`config.mk`:
```
export PLATFORM = sky130hd
export DESIGN_NAME = psum_drain_fifo
export DESIGN_NICKNAME = d
export VERILOG_FILES = /design/src/rtl/psum_drain_fifo.sv
export SDC_FILE = /design/constraint.sdc
export NUM_CORES = 1
export LEC_CHECK = 0
export BUFFER_PORTS_ARGS = -buffer_cell sky130_fd_sc_hd__buf_2
export CAP_MARGIN = 5
export CORE_ASPECT_RATIO = 0.75
export CORE_UTILIZATION = 55
export DETAILED_ROUTE_END_ITERATION = 10
export PLACE_DENSITY = 0.84
export SETUP_SLACK_MARGIN = 0.5
export SLEW_MARGIN = 30
export SYNTH_ARGS = -nofsm -noshare
export SYNTH_HDL_FRONTEND = slang
export SYNTH_SLANG_ARGS = --single-unit
```
`constraint.sdc`:
```
create_clock -name i_clk -period 3.5 [get_ports i_clk]
set_input_delay 0.175 -clock i_clk [delete_from_list [all_inputs] [get_ports i_clk]]
set_output_delay 0.175 -clock i_clk [all_outputs]
set_load 0.005 [all_outputs]
```
`src/rtl/psum_drain_fifo.sv`:
```
// Result drain for the bottom of a PE-array column: tracks FPU results in flight with a
// delay line, captures them as they emerge, and buffers them for a ready/valid consumer.
module psum_drain_fifo #(
    parameter int DATA_WIDTH = 32,
    parameter int PIPE_LAT   = 8,
    parameter int DEPTH      = 16,
    parameter int ADDR_W     = 4
) (
    input  logic                  i_clk,
    input  logic                  i_rest,
    input  logic                  i_issue,
    input  logic [DATA_WIDTH-1:0] i_psum,
    output logic                  o_stall,
    output logic [DATA_WIDTH-1:0] o_psum_data,
    output logic                  o_psum_valid,
    input  logic                  i_psum_ready,
    output logic [ADDR_W:0]       o_count,
    output logic                  o_empty,
    output logic                  o_full,
    output logic                  o_overflow
);
    localparam int IF_W  = $clog2(PIPE_LAT + 1);
    localparam int SUM_W = ((IF_W > ADDR_W + 1) ? IF_W : ADDR_W + 1) + 1;

    logic [PIPE_LAT-1:0]   dly_q, dly_d;
    logic [IF_W-1:0]       in_flight_q, in_flight_d;
    logic [ADDR_W-1:0]     wr_ptr_q, wr_ptr_d;
    logic [ADDR_W-1:0]     rd_ptr_q, rd_ptr_d;
    logic [ADDR_W:0]       count_q, count_d;
    logic                  overflow_q, overflow_d;
    logic [DATA_WIDTH-1:0] mem_q [DEPTH];

    logic                  cap;
    logic                  pop;
    logic                  push;
    logic [SUM_W-1:0]      occupancy;

    always_comb begin
        cap          = dly_q[PIPE_LAT-1];
        o_empty      = (count_q == '0);
        o_full       = (count_q == (ADDR_W+1)'(DEPTH));
        pop          = !o_empty && i_psum_ready;
        // A full FIFO can still accept a capture when the head leaves in the same cycle.
        push         = cap && (!o_full || pop);

        dly_d        = PIPE_LAT'({dly_q, i_issue});
        in_flight_d  = in_flight_q + IF_W'(i_issue) - IF_W'(cap);
        count_d      = count_q + (ADDR_W+1)'(push) - (ADDR_W+1)'(pop);
        wr_ptr_d     = push ? wr_ptr_q + ADDR_W'(1) : wr_ptr_q;
        rd_ptr_d     = pop  ? rd_ptr_q + ADDR_W'(1) : rd_ptr_q;
        overflow_d   = overflow_q || (cap && o_full && !pop);

        // Every issued operation already owns a slot, so stall on reserved space, not stored.
        occupancy    = SUM_W'(in_flight_q) + SUM_W'(count_q);
        o_stall      = (occupancy >= SUM_W'(DEPTH));

        o_psum_valid = !o_empty;
        o_psum_data  = o_empty ? '0 : mem_q[rd_ptr_q];
        o_count      = count_q;
        o_overflow   = overflow_q;
    end

    always_ff @(posedge i_clk) begin
        if (i_rest) begin
            dly_q       <= '0;
            in_flight_q <= '0;
            wr_ptr_q    <= '0;
            rd_ptr_q    <= '0;
            count_q     <= '0;
            overflow_q  <= 1'b0;
        end else begin
            dly_q       <= dly_d;
            in_flight_q <= in_flight_d;
            wr_ptr_q    <= wr_ptr_d;
            rd_ptr_q    <= rd_ptr_d;
            count_q     <= count_d;
            overflow_q  <= overflow_d;
        end
    end

    always_ff @(posedge i_clk) begin
        if (push) begin
            mem_q[wr_ptr_q] <= i_psum;
        end
    end
endmodule

```
==> out/metrics.csv <==
metric,value,unit
vias,10200,
maxSlewViolCount,0,
worstSkewPairLatency,580,ps
crit_arrival,2760,ps
grt_pass1_wl,65940,µm
synth.ff_latch_count,542,
nNetsFinal,1160,
yosysWarnings,0,
cp_slowest_cell,or4b_4,
p_int,11.26,mW
endpoint,o_psum_data[30],
cp_cell_sequence,"inv_1, ha_1, or4b_4, and3_4, and2_2, a221o_1, buf_2",
reg2reg_slack,760,ps
async_reset_ff_frac,0,
worstMarginPinSlew,742.3,ps
synth_seq_area_share,0.7680,
synth_edf_count,512,
tns,0,ps
place_hpwl,24530,µm
fin_worst_skew,23.24,ps
die_area,38610,µm²
routabilityCongestion,0.7719,
r2r-end,mem_q[3][2]$_DFFE_PP_,
synth_top_area_frac,0.7391,
cts_buffers,47,
synth_fa_ha_area_frac,0.01215,
grt_max_degree,41,
synth_xor_area_frac,0.004632,
wire_per_inst,27.00,µm
finalWirelength,44440,µm
relSlewSlack,0.5035,
synth_top_family_by_area,multiplexers,
synth_fp_nets,1005,
ant_nets,0,
core_area,37170,µm²
r2r-start,o_count[2]$_SDFF_PP0_,
core.rowCount,61,
clockBufferDepth,3,
pwr-share-comb,0.187,
hp-class,input pin to register,
wl_met3,3729,µm
highest_layer,met4,
synth_mux_area_frac,0.1545,
p_clk_frac,0.332,
drt_first_pass_iters,5,
startpoint,o_count[2]$_SDFF_PP0_,
fin_crit_sh,0.8379,
dieHeight,170.4,µm
synthTopCellsByArea,"edfxtp_1, mux4_2, dfxtp_1",
antenna_cells,0,
ctsHtreeMaxLevel,2,
path_class,register to output pin,
syn-cell-area,20800,µm²
rsz0062_at_grt,yes,
yosysTopAreaCell,edfxtp_1,
hold_viol,0,
synth_compound_area_frac,0.01925,
cp_data_required_time,3320,ps
track_usage,0.2364,
num_io_pins,78,
power_switching,3.789,mW
status,"finished, final reports clean",
ys.flop_type,edfxtp_1,
critPathCaptureType,output pin,
cts_sinks,542,
viasPerCell,6.199,
setup_viol,0,
antenna_found_initial,0,
cap_violations,0,
min_period,2933,ps
power_leakage,7.663,nW
startpoint_type,register,
drt_iter0_markers,1065,
max_freq,0.3410,GHz
drive_gt1_frac,0.3039,
ir_worst_vdd,0.4589,mV
syn-instance-count,950,
initial_core_util,0.5596,
synth_simple_gate_area_share,0.02496,
drc,0,
area_growth,15.69,%
power_density,625.5,nW/µm²
switching_share,0.2517,
die_w,226.6,µm
clockRootBuffer,clkbuf_16,
drt-met1-wl,18260,µm
rr_worst_depth,7,
cts_tree,yes,
power,15.05,mW
grt_pass1_vias,10610,
wl_met2,21510,µm
clk_pin_slew,70,ps
power_frac_seq,0.482,
critPathMaxFanout,32,
port_buffers,77,
critPathMaxStageDelay,520,ps
syn_avg_cell_area,21.90,µm²
synth.distinct_cells,38,
overflow,0,
timing repair:
| action | 4_1_cts | 5_1_grt |
|---|---|---|
| gates cloned | 2 | 0 |
| hold buffers | 33 | 0 |
| pin swaps | 1 | 0 |
| setup endpoints to repair | 32 | 20 |
| endpoints found under the hold margin | 488 | 0 |
| resized for setup | 5 | 4 |
| buffers inserted | 1 | 8 |
flip-flops by register name (all words and copies together), names as in the netlist, named ones only:
register	flops
in_flight_q	4
o_overflow	1
rd_ptr_q	4
dly_q	8
wr_ptr_q	4
mem_q	512
o_count	5
stage by stage:
step	instances	worst slack (ps)	util	hold slack, ps	area, µm²
2_1_floorplan	950	472.5	-	273.9	20820
3_3_place_gp	1516	853.4	0.5948	416.1	22110
3_5_place_dp	1516	752.0	0.5948	425.4	22110
4_1_cts	1638	441.9	0.6441	7.330	23940
5_1_grt	1646	480.7	0.6474	22.15	24060
6_report	1646	567.2	0.6474	30.89	24060
placed cells by master (no fill, tap or decap), types with 4 or more instances in the layout:
master / netlist / final
nor3_1: 36 / 32
clkbuf_16: 0 / 47
mux4_2: 128 / 128
nor2_1: 29 / 16
xor2_1: 7 / 7
edfxtp_1: 512 / 512
nand2_1: 10 / 9
xnor2_1: 4 / 4
a21oi_1: 5 / 5
a221o_1: 31 / 31
inv_1: 16 / 16
dlygate4sd3_1: 0 / 33
ha_1: 17 / 17
nor2b_1: 14 / 14
clkinv_1: 0 / 15
clkinv_2: 0 / 9
nor2_4: 0 / 15
nand3_1: 4 / 4
clkbuf_1: 18 / 5
buf_12: 0 / 13
buf_4: 5 / 30
mux2i_1: 32 / 32
dfxtp_1: 30 / 27
nor3_4: 0 / 4
buf_2: 22 / 77
clkinvlp_4: 0 / 4
how the worst min path moves through the flow:
| stage | startpoint | endpoint | slack (ps) | depth (start not counted) |
|---|---|---|---|---|
| final | i_psum[1] | mem_q[2][1]$_DFFE_PP_ | 30 | 1 |
| after floorplan | i_psum[0] | mem_q[0][0]$_DFFE_PP_ | 270 | 0 |
| after global routing | i_psum[1] | mem_q[10][1]$_DFFE_PP_ | 20 | 1 |
| after CTS | i_psum[1] | mem_q[0][1]$_DFFE_PP_ | 7 | 1 |
| after global placement | i_issue | dly_q[0]$_SDFF_PP0_ | 420 | 2 |
| after detailed placement | dly_q[0]$_SDFF_PP0_ | dly_q[1]$_SDFF_PP0_ | 430 | 1 |
Yosys cell counts, types with 2 or more instances:
library cell	n
edfxtp_1	512
mux4_2	128
nor3_1	36
mux2i_1	32
a221o_1	31
dfxtp_1	30
nor2_1	29
buf_2	22
clkbuf_1	18
ha_1	17
inv_1	16
nor2b_1	14
nand2_1	10
xor2_1	7
a21oi_1	5
buf_4	5
buf_6	5
nand3_1	4
xnor2_1	4
buf_1	3
a21o_1	2
fa_1	2
nand2b_1	2
o21ai_0	2
power by group through the flow:
stage               registers (mW)  clock network, mW  logic (mW)
floorplan                     7.32                  0        1.87
global placement              7.43                  0        2.56
detailed placement            7.43                  0        2.62
CTS                           7.28               5.06        2.71
global route                  7.26               5.28        3.04
finish                        7.25               4.99        2.81
final cells by class:
cell class / count / area, µm²
flip-flops and latches: 542 / 15990
fillers: 2398 / 13110
multi-input cells: 341 / 4651
repair buffers: 157 / 1279
clock buffers: 52 / 1195
well taps: 504 / 630.6
clock inverters: 34 / 262.8
inverters: 16 / 60.06
logic make-up after synthesis:
| logic type | Yosys count |
|---|---|
| flip-flops | 542 |
| multiplexers | 161 |
| AND/OR/NAND/NOR | 103 |
| buffers and inverters | 69 |
| AO/OA/AOI/OAI | 45 |
| adder cells (fa/ha/maj) | 19 |
| XOR/XNOR | 11 |
critical path, delay by kind of cell, from the launching register on:
family                     cells  cell delay (ps)
AOI/OAI and AO/OA              1              300
adders and majority gates      1              170
buffers and inverters          2              240
DFF                            1              340
and+or+nand+nor                3             1140
layer usage:
layer	vias up	track usage
met5	-	0
met4	0	0.06551
met3	79	0.04523
met2	529	0.3796
met1	5334	0.3360
li1	4262	-
(Power assumes the default switching activity.)
